<file path="config.mk">
export PLATFORM = sky130hd
export DESIGN_NAME = clk_en_sched
export DESIGN_NICKNAME = d
export VERILOG_FILES = /design/src/rtl/clk_en_sched.sv
export SDC_FILE = /design/constraint.sdc
export NUM_CORES = 1
export LEC_CHECK = 0
export CAP_MARGIN = 20
export CORE_UTILIZATION = 55
export CTS_BUF_LIST = sky130_fd_sc_hd__clkbuf_4 sky130_fd_sc_hd__clkbuf_8 sky130_fd_sc_hd__clkbuf_16
export CTS_CLUSTER_DIAMETER = 100
export DETAILED_ROUTE_END_ITERATION = 10
export GPL_ROUTABILITY_DRIVEN = 0
export GPL_TIMING_DRIVEN = 0
export PLACE_DENSITY = 0.77
export SETUP_SLACK_MARGIN = 0.05
export SLEW_MARGIN = 20
export SYNTH_ARGS = -nofsm -noshare
export SYNTH_HDL_FRONTEND = slang
export SYNTH_SLANG_ARGS = --single-unit
export TNS_END_PERCENT = 5
</file>
<file path="constraint.sdc">
create_clock -name clk -period 3.6 [get_ports clk]
set_input_delay 0.72 -clock clk [delete_from_list [all_inputs] [get_ports clk]]
set_output_delay 0.72 -clock clk [all_outputs]
set_load 0.05 [all_outputs]
</file>
<file path="src/rtl/clk_en_sched.sv">
// Single-clock enable scheduler: programmable 2^shift strobes for the mult,
// sample and ADSR datapaths, with ADSR-before-sample ordering on collisions.
module clk_en_sched #(
  parameter int CNT_W            = 18,
  parameter int MULT_SHIFT_DEF   = 5,
  parameter int SAMPLE_SHIFT_DEF = 9,
  parameter int ADSR_SHIFT_DEF   = 18
) (
  input  logic       clk,
  input  logic       rstn,
  input  logic       run,
  input  logic       cfg_valid,
  output logic       cfg_ready,
  input  logic [1:0] cfg_sel,
  input  logic [4:0] cfg_shift,
  output logic       cfg_err,
  output logic       mult_en,
  output logic       sample_en,
  output logic       adsr_en,
  output logic [4:0] shift_mult,
  output logic [4:0] shift_sample,
  output logic [4:0] shift_adsr
);

  localparam int NCH = 3;
  localparam int CH_MULT   = 0;
  localparam int CH_SAMPLE = 1;
  localparam int CH_ADSR   = 2;

  localparam logic [4:0] DEF_MULT   = 5'(MULT_SHIFT_DEF);
  localparam logic [4:0] DEF_SAMPLE = 5'(SAMPLE_SHIFT_DEF);
  localparam logic [4:0] DEF_ADSR   = 5'(ADSR_SHIFT_DEF);
  localparam logic [5:0] MAX_SHIFT  = 6'(CNT_W);

  typedef enum logic {
    SLOT_FREE,
    SLOT_PEND
  } slot_t;

  slot_t            slot_q, slot_d;
  logic [1:0]       pend_sel_q, pend_sel_d;
  logic [4:0]       pend_shift_q, pend_shift_d;

  logic [4:0]       shift_q [NCH];
  logic [4:0]       shift_d [NCH];
  logic [CNT_W-1:0] cnt_q   [NCH];
  logic [CNT_W-1:0] cnt_d   [NCH];

  logic [NCH-1:0]   raw;
  logic [NCH-1:0]   apply;
  logic             accept;
  logic             illegal;

  logic             defer_q, defer_d;
  logic             mult_q, mult_d;
  logic             sample_q, sample_d;
  logic             adsr_q, adsr_d;
  logic             err_q, err_d;

  // Computed one bit wider so that shift == CNT_W still yields all-ones.
  function automatic logic [CNT_W-1:0] reload_of(input logic [4:0] s);
    logic [CNT_W:0] full;
    full = ((CNT_W+1)'(1) << s) - (CNT_W+1)'(1);
    return full[CNT_W-1:0];
  endfunction

  always_comb begin
    accept  = cfg_valid && (slot_q == SLOT_FREE);
    illegal = (cfg_sel == 2'd3) || ({1'b0, cfg_shift} > MAX_SHIFT);

    raw   = '0;
    apply = '0;
    for (int ch = 0; ch < NCH; ch++) begin
      raw[ch]   = run && (cnt_q[ch] == '0);
      // A pending shift lands only on a reload edge so no period is cut short.
      apply[ch] = (slot_q == SLOT_PEND) && (pend_sel_q == 2'(ch)) &&
                  (!run || raw[ch]);
      shift_d[ch] = apply[ch] ? pend_shift_q : shift_q[ch];
      cnt_d[ch]   = (!run || raw[ch]) ? reload_of(shift_d[ch])
                                      : cnt_q[ch] - CNT_W'(1);
    end
  end

  // Config slot FSM: holds one accepted request until its channel reloads.
  always_comb begin
    slot_d       = slot_q;
    pend_sel_d   = pend_sel_q;
    pend_shift_d = pend_shift_q;
    err_d        = accept && illegal;

    case (slot_q)
      SLOT_FREE: begin
        if (accept && !illegal) begin
          slot_d       = SLOT_PEND;
          pend_sel_d   = cfg_sel;
          pend_shift_d = cfg_shift;
        end
      end
      SLOT_PEND: begin
        if (|apply) begin
          slot_d = SLOT_FREE;
        end
      end
      default: slot_d = SLOT_FREE;
    endcase
  end

  // A sample strobe coinciding with ADSR is pushed one cycle later so the
  // envelope is updated first; a fresh sample strobe there merges with it.
  always_comb begin
    mult_d   = raw[CH_MULT];
    adsr_d   = raw[CH_ADSR];
    defer_d  = raw[CH_SAMPLE] && raw[CH_ADSR];
    sample_d = (raw[CH_SAMPLE] && !raw[CH_ADSR]) || defer_q;
  end

  always_ff @(posedge clk or negedge rstn) begin
    if (!rstn) begin
      slot_q             <= SLOT_FREE;
      pend_sel_q         <= '0;
      pend_shift_q       <= '0;
      shift_q[CH_MULT]   <= DEF_MULT;
      shift_q[CH_SAMPLE] <= DEF_SAMPLE;
      shift_q[CH_ADSR]   <= DEF_ADSR;
      cnt_q[CH_MULT]     <= reload_of(DEF_MULT);
      cnt_q[CH_SAMPLE]   <= reload_of(DEF_SAMPLE);
      cnt_q[CH_ADSR]     <= reload_of(DEF_ADSR);
      defer_q            <= 1'b0;
      mult_q             <= 1'b0;
      sample_q           <= 1'b0;
      adsr_q             <= 1'b0;
      err_q              <= 1'b0;
    end else begin
      slot_q       <= slot_d;
      pend_sel_q   <= pend_sel_d;
      pend_shift_q <= pend_shift_d;
      for (int ch = 0; ch < NCH; ch++) begin
        shift_q[ch] <= shift_d[ch];
        cnt_q[ch]   <= cnt_d[ch];
      end
      defer_q  <= defer_d;
      mult_q   <= mult_d;
      sample_q <= sample_d;
      adsr_q   <= adsr_d;
      err_q    <= err_d;
    end
  end

  assign cfg_ready    = (slot_q == SLOT_FREE);
  assign cfg_err      = err_q;
  assign mult_en      = mult_q;
  assign sample_en    = sample_q;
  assign adsr_en      = adsr_q;
  assign shift_mult   = shift_q[CH_MULT];
  assign shift_sample = shift_q[CH_SAMPLE];
  assign shift_adsr   = shift_q[CH_ADSR];

endmodule

</file>
; Word-level counts from Yosys, hierarchy flattened
; Index checks and enable logic that the tools add are counted.
; W data, S select, Z words.
[totals]
ff_bits = 82
inputBits = 11
out_inout_bits = 20
[classes]
n_addsub = 6
magnitude_cmp = 1
eq_ne = 3
n_shift = 3
mux = 9
bitwise_logic = 1
n_reduce_logical = 28
[op_table]
columns = operator, count
row1 = $logic_not A18 Y1, 3
row2 = $mux W18, 3
row3 = $shl A1 B5 Y18 const A, 3
row4 = $sub A18 B1 Y18 const B, 3
row5 = $sub A18 B2 Y18 const B, 3
row6 = $mux W5, 3
row7 = $logic_and A1 B1 Y1, 14
row8 = $gt A5 B5 Y1 const B, 1
row9 = $logic_or A1 B1 Y1, 5
row10 = $eq A2 B2 Y1 const B, 2
row11 = $logic_not A1 Y1, 3
row12 = $reduce_or A3 Y1, 1
row13 = $eq A2 B1 Y1 const B, 1
row14 = $logic_not A2 Y1, 1
row15 = $mux W1, 2
row16 = $pmux W1 S2, 1
row17 = $reduce_and A2 Y1, 1
row18 = $not A1 Y1, 1

; Longest topological paths before layout
[depth]
ltp_word = 8
ltp_mapped = 20
ltp_nobuf = 16

; Worst setup path after synthesis
; Ideal clock, no wire load.
[synth_path]
path_kind = register to register
from = register cnt_q[0] (netlist name)
to = register cnt_q[4] (netlist name)
setup_ns = 0.085
t_arrival_ns = 3.796
required_time_ns = 3.515
setup_slack_ns = -0.281
path_stages_with_launch = 19
cell_sequence = dfstp_2 > inv_1 > ha_1 > nor2b_1 > and4_1 > a21o_1 > buf_2 > nand2_1 > clkbuf_1 > mux2i_1 > inv_1 > nor2_1 > nand3b_1 > ha_1 > clkbuf_1 > nor4_1 > nor3_1 > or4_1 > o221ai_1
[synth_lines]
columns = element, line_no
row1 = start: declaration, 46  ; logic [CNT_W-1:0] cnt_q [NCH];
row2 = start signal: indexed assignment, 125  ; cnt_q[CH_MULT] <= reload_of(DEF_MULT);
row3 = start signal: indexed assignment, 126  ; cnt_q[CH_SAMPLE] <= reload_of(DEF_SAMPLE);
row4 = start signal: indexed assignment, 127  ; cnt_q[CH_ADSR] <= reload_of(DEF_ADSR);

==> reports/qor.txt <==
==========================================================================================
HPWL after detailed placement ...............................................     11400 um
Fraction of layout cells with a size suffix above 1 .........................        0.199
Routed via count divided by cell count ......................................         6.59
Library cells used by synthesis .............................................           65
Core Footprint .............................................................. 0.00986 mm^2
End of the worst register-to-register path ..................................    cnt_q[48]
Worst-Margin Slew ...........................................................     0.932 ns
Max-slew violation count ....................................................            0
Detailed-routing iteration count for the pre-antenna-repair pass ............            7
Synthesized area divided by synthesized cell count ..........................    8.71 um^2
Number of nets produced by synthesis ........................................          668
Power per cell area .........................................................  890 mW/mm^2
Total Power .................................................................      5.99 mW
Horizontal extent of the die ................................................       103 um
Data arrival time at the worst-slack endpoint ...............................      3.96 ns
Clock edge transition at the registers on the reported setup and hold paths .      0.08 ns
Post-synthesis cell count ...................................................          648
Critical path, cell by cell ................................................. inv_2 > ha_1 > or4b_4 > or4_4 > o21ai_4 > nand2_4 > clkbuf_16 > mux2i_4 > or3_4 > ha_4 > clkbuf_16 > o211ai_1 > mux2i_1 > o21ai_1
Worst Path Required .........................................................      3.84 ns
Maximum vdd drop ............................................................       643 uV
Net Switching ...............................................................      2.90 mW
Count of pins on the block boundary .........................................           31
Number of register bits inferred by synthesis ...............................           82
Portion of total power attributed to sequential cells .......................        0.323
Clock buffer depth ..........................................................            2
CTS tree ....................................................................        built
Predominant post-synthesis flop cell ........................................      dfrtp_1
Hold-fix buffers, CTS .......................................................            0
Post-synthesis instance area ................................................ 0.00564 mm^2
Setup CP Type ...............................................................      reg2reg
Number of buffer cells added on primary ports ...............................           30
CP Max Fanout ...............................................................            6
Worst min path class ........................................................     in2async
Most numerous cell on the critical path .....................................    clkbuf_16
Maximum number of pins on one net before global-route repair ................           43
H-tree levels ...............................................................            3
WL final ....................................................................     16400 um
Proportion of power drawn by the clock network ..............................        0.112
Count of synthesis-stage warnings from yosys ................................            0
EDFF count, synth ...........................................................            0
Max stage delay cell, worst path ............................................       or4b_4
Leakage power total .........................................................      2.53 nW
Result of the run ........................................................... complete, but fails checks
P&R area growth vs syn ......................................................        19.3%
Latest clock arrival within the worst-skew pair .............................      0.37 ns
Internal Dissipation ........................................................      3.09 mW
Average wire per cell in the routed design ..................................      19.5 um
Initial antenna violation count .............................................            0
Via count ...................................................................         5545
Reg-to-Reg Start ............................................................    cnt_q[36]
Net total in the final layout ...............................................          724
Sw frac .....................................................................        0.485
Number of rows in the core area .............................................           36
Die area ....................................................................  0.0107 mm^2
Unrepaired setup endpoints after global routing .............................         true
Fin Setup TNS ...............................................................    -0.357 ns
Violated checks ............................................................. negative setup slack
Number of buffers created by CTS ............................................            9
TritonCTS sink count ........................................................           82
Crit. End Element ...........................................................     register
Iteration-0 DRC Markers .....................................................          733
ANT cells ...................................................................            0
Combinational power share ...................................................        0.565
Placed Cells ................................................................          812
Min Tclk post-route .........................................................      3.72 ns
Final setup violation count .................................................            6
Post-detailed-route count of antenna-violating nets .........................            0
Period Utilization, post-route ..............................................         1.03
Number of global-route vias before repair ...................................         5377
Global-route congestion overflow total ......................................            0
Effective utilization at floorplan ..........................................        0.572
Residual DRC count ..........................................................            0
Overall global routing resource usage .......................................        0.328
Worst stage delay on the critical path ......................................      0.50 ns
Max Cap Viol ................................................................            0
Wire length of the first global-routing pass ................................     26600 um
Rel. slew slack .............................................................        0.377
Clock Skew ..................................................................    0.0108 ns
Post-layout instance count excluding filler cells ...........................          842
Worst setup slack before clock tree synthesis ...............................     -1.18 ns
Synth async-reset ratio .....................................................         1.00
Maximum clock frequency .....................................................    0.269 GHz
Chip Height .................................................................       103 um
Portion of the post-synthesis area used by sequential elements ..............        0.372
Register-to-Register Path Depth .............................................           14
Category of the worst setup path launch point ...............................     register
Register-to-Register Setup Slack ............................................     -0.12 ns
Clock tree root buffer cell .................................................     clkbuf_8
Worst Setup Slack, final ....................................................    -0.122 ns
Hold Fails Final Rpt ........................................................            0
==========================================================================================
==> per-layer routing <==
layer | vias to the layer above | share of wire | GRT usage
met3 | 64 | 0.10 | 0.0685
li1 | 2480 | - | -
met5 | - | 0 | 0
met1 | 2642 | 0.42 | 0.464
met2 | 359 | 0.44 | 0.483
met4 | 0 | 0.036 | 0.148
==> cell families (layout without fill, tap and decap cells) <==
group           after synthesis  after routing  synth area share
simple gates                271            271             0.245
compound gates              139            139             0.169
flops                        82             82             0.372
buf+inv                      57            118            0.0384
xor+xnor                     46             46            0.0714
mux                          44             44            0.0849
fa+ha+maj                     9              9            0.0200
==> worst max-delay path by stage <==
stage,to,cells after the start,startpoint
finish,cnt_q[48],14,cnt_q[36]
global route,cnt_q[48],14,cnt_q[36]
CTS,cnt_q[48],14,cnt_q[36]
detailed placement,cnt_q[30],17,run
global placement,cnt_q[30],17,run
floorplan,cnt_q[46],14,cnt_q[36]
==> critical path, delay by kind of cell, from the launching register on <==
family,cells,cell delay [ns]
and+or+nand+nor,4,1.50
AOI/OAI and AO/OA,3,0.55
muxes,2,0.45
DFF,1,0.38
buffers and inverters,3,0.38
adders and majority gates,2,0.32
==> registers in the layout (all words and copies together), names as in the netlist, 2 cells and up <==
| register | count |
|---|---|
| shift_mult | 5 |
| pend_sel_q | 2 |
| pend_shift_q | 5 |
| shift_adsr | 5 |
| cnt_q | 54 |
| shift_sample | 5 |
==> cells in the mapped netlist (6+ instances only) <==
library cell / count / share of area
clkbuf_1: 34 / 0.023
xor2_1: 18 / 0.028
nand4_1: 8 / 0.0089
and2_1: 9 / 0.010
a21oi_1: 27 / 0.024
ha_1: 9 / 0.020
mux2i_1: 25 / 0.044
a22oi_1: 11 / 0.015
nand2_1: 53 / 0.035
xnor2_1: 28 / 0.043
mux2_2: 17 / 0.034
inv_1: 17 / 0.011
nand2b_1: 8 / 0.0089
dfrtp_1: 44 / 0.20
o211ai_1: 9 / 0.012
a31oi_1: 11 / 0.012
o21ai_0: 28 / 0.025
or3_1: 9 / 0.010
nor3_1: 39 / 0.035
nor4_1: 20 / 0.022
nand3_1: 18 / 0.016
nor3b_1: 8 / 0.011
nor2b_1: 10 / 0.011
dfstp_2: 38 / 0.18
nor2_1: 65 / 0.043
and3_1: 6 / 0.0067
==> final cells by class <==
class | count | area (um^2)
Clock buffer | 13 | 179
Multi-Input combinational cell | 509 | 3530
Fill cell | 759 | 3130
Buffer | 38 | 235
Timing Repair Buffer | 46 | 429
Tap cell | 133 | 166
Inverter | 18 | 68.8
Clock inverter | 3 | 21.3
Sequential cell | 82 | 2100
==> repair_timing <==
| action | 4_1_cts | 5_1_grt |
|---|---|---|
| buffers inserted | 15 | 0 |
| gates resized for setup | 55 | 13 |
| endpoints found under the setup margin | 24 | 21 |
| hold endpoints to repair | 0 | 0 |
| pin swaps | 9 | 3 |
==> layout by cell type (no fill, tap or decap), types with 9 or more instances in the layout <==
master            n
nor2_1           62
nand3_1          18
buf_4            18
dfstp_2          38
a22oi_1          11
xor2_1           18
clkbuf_8         14
a21oi_1          26
nor2b_1          10
and2_1            9
nor4_1           12
nand2_1          52
clkbuf_1         26
nor3_1           39
o211ai_1          9
dfrtp_1          44
clkdlybuf4s50_1  28
inv_1            11
xnor2_1          28
mux2i_1          18
a31oi_1          10
o21ai_0          25
mux2_2           16
==> power groups by stage <==
stage,Clock [mW],Sequential [mW],Combinational [mW]
after global routing,0.708,2.00,3.63
after CTS,0.684,1.91,3.23
after floorplan,0,2.07,1.93
final,0.671,1.94,3.38
after detailed placement,0,1.90,2.98
after global placement,0,1.88,2.92
==> per-stage QoR <==
stage / util / hold slack (ns) / cell area (um^2)
after global placement: 0.622 / 0.416 / 6130
after floorplan: - / 0.404 / 5670
after global routing: 0.683 / 0.378 / 6730
after detailed placement: 0.624 / 0.423 / 6150
final: 0.683 / 0.324 / 6730
after CTS: 0.677 / 0.349 / 6680
No activity file was read; power rests on OpenSTA's default activity.
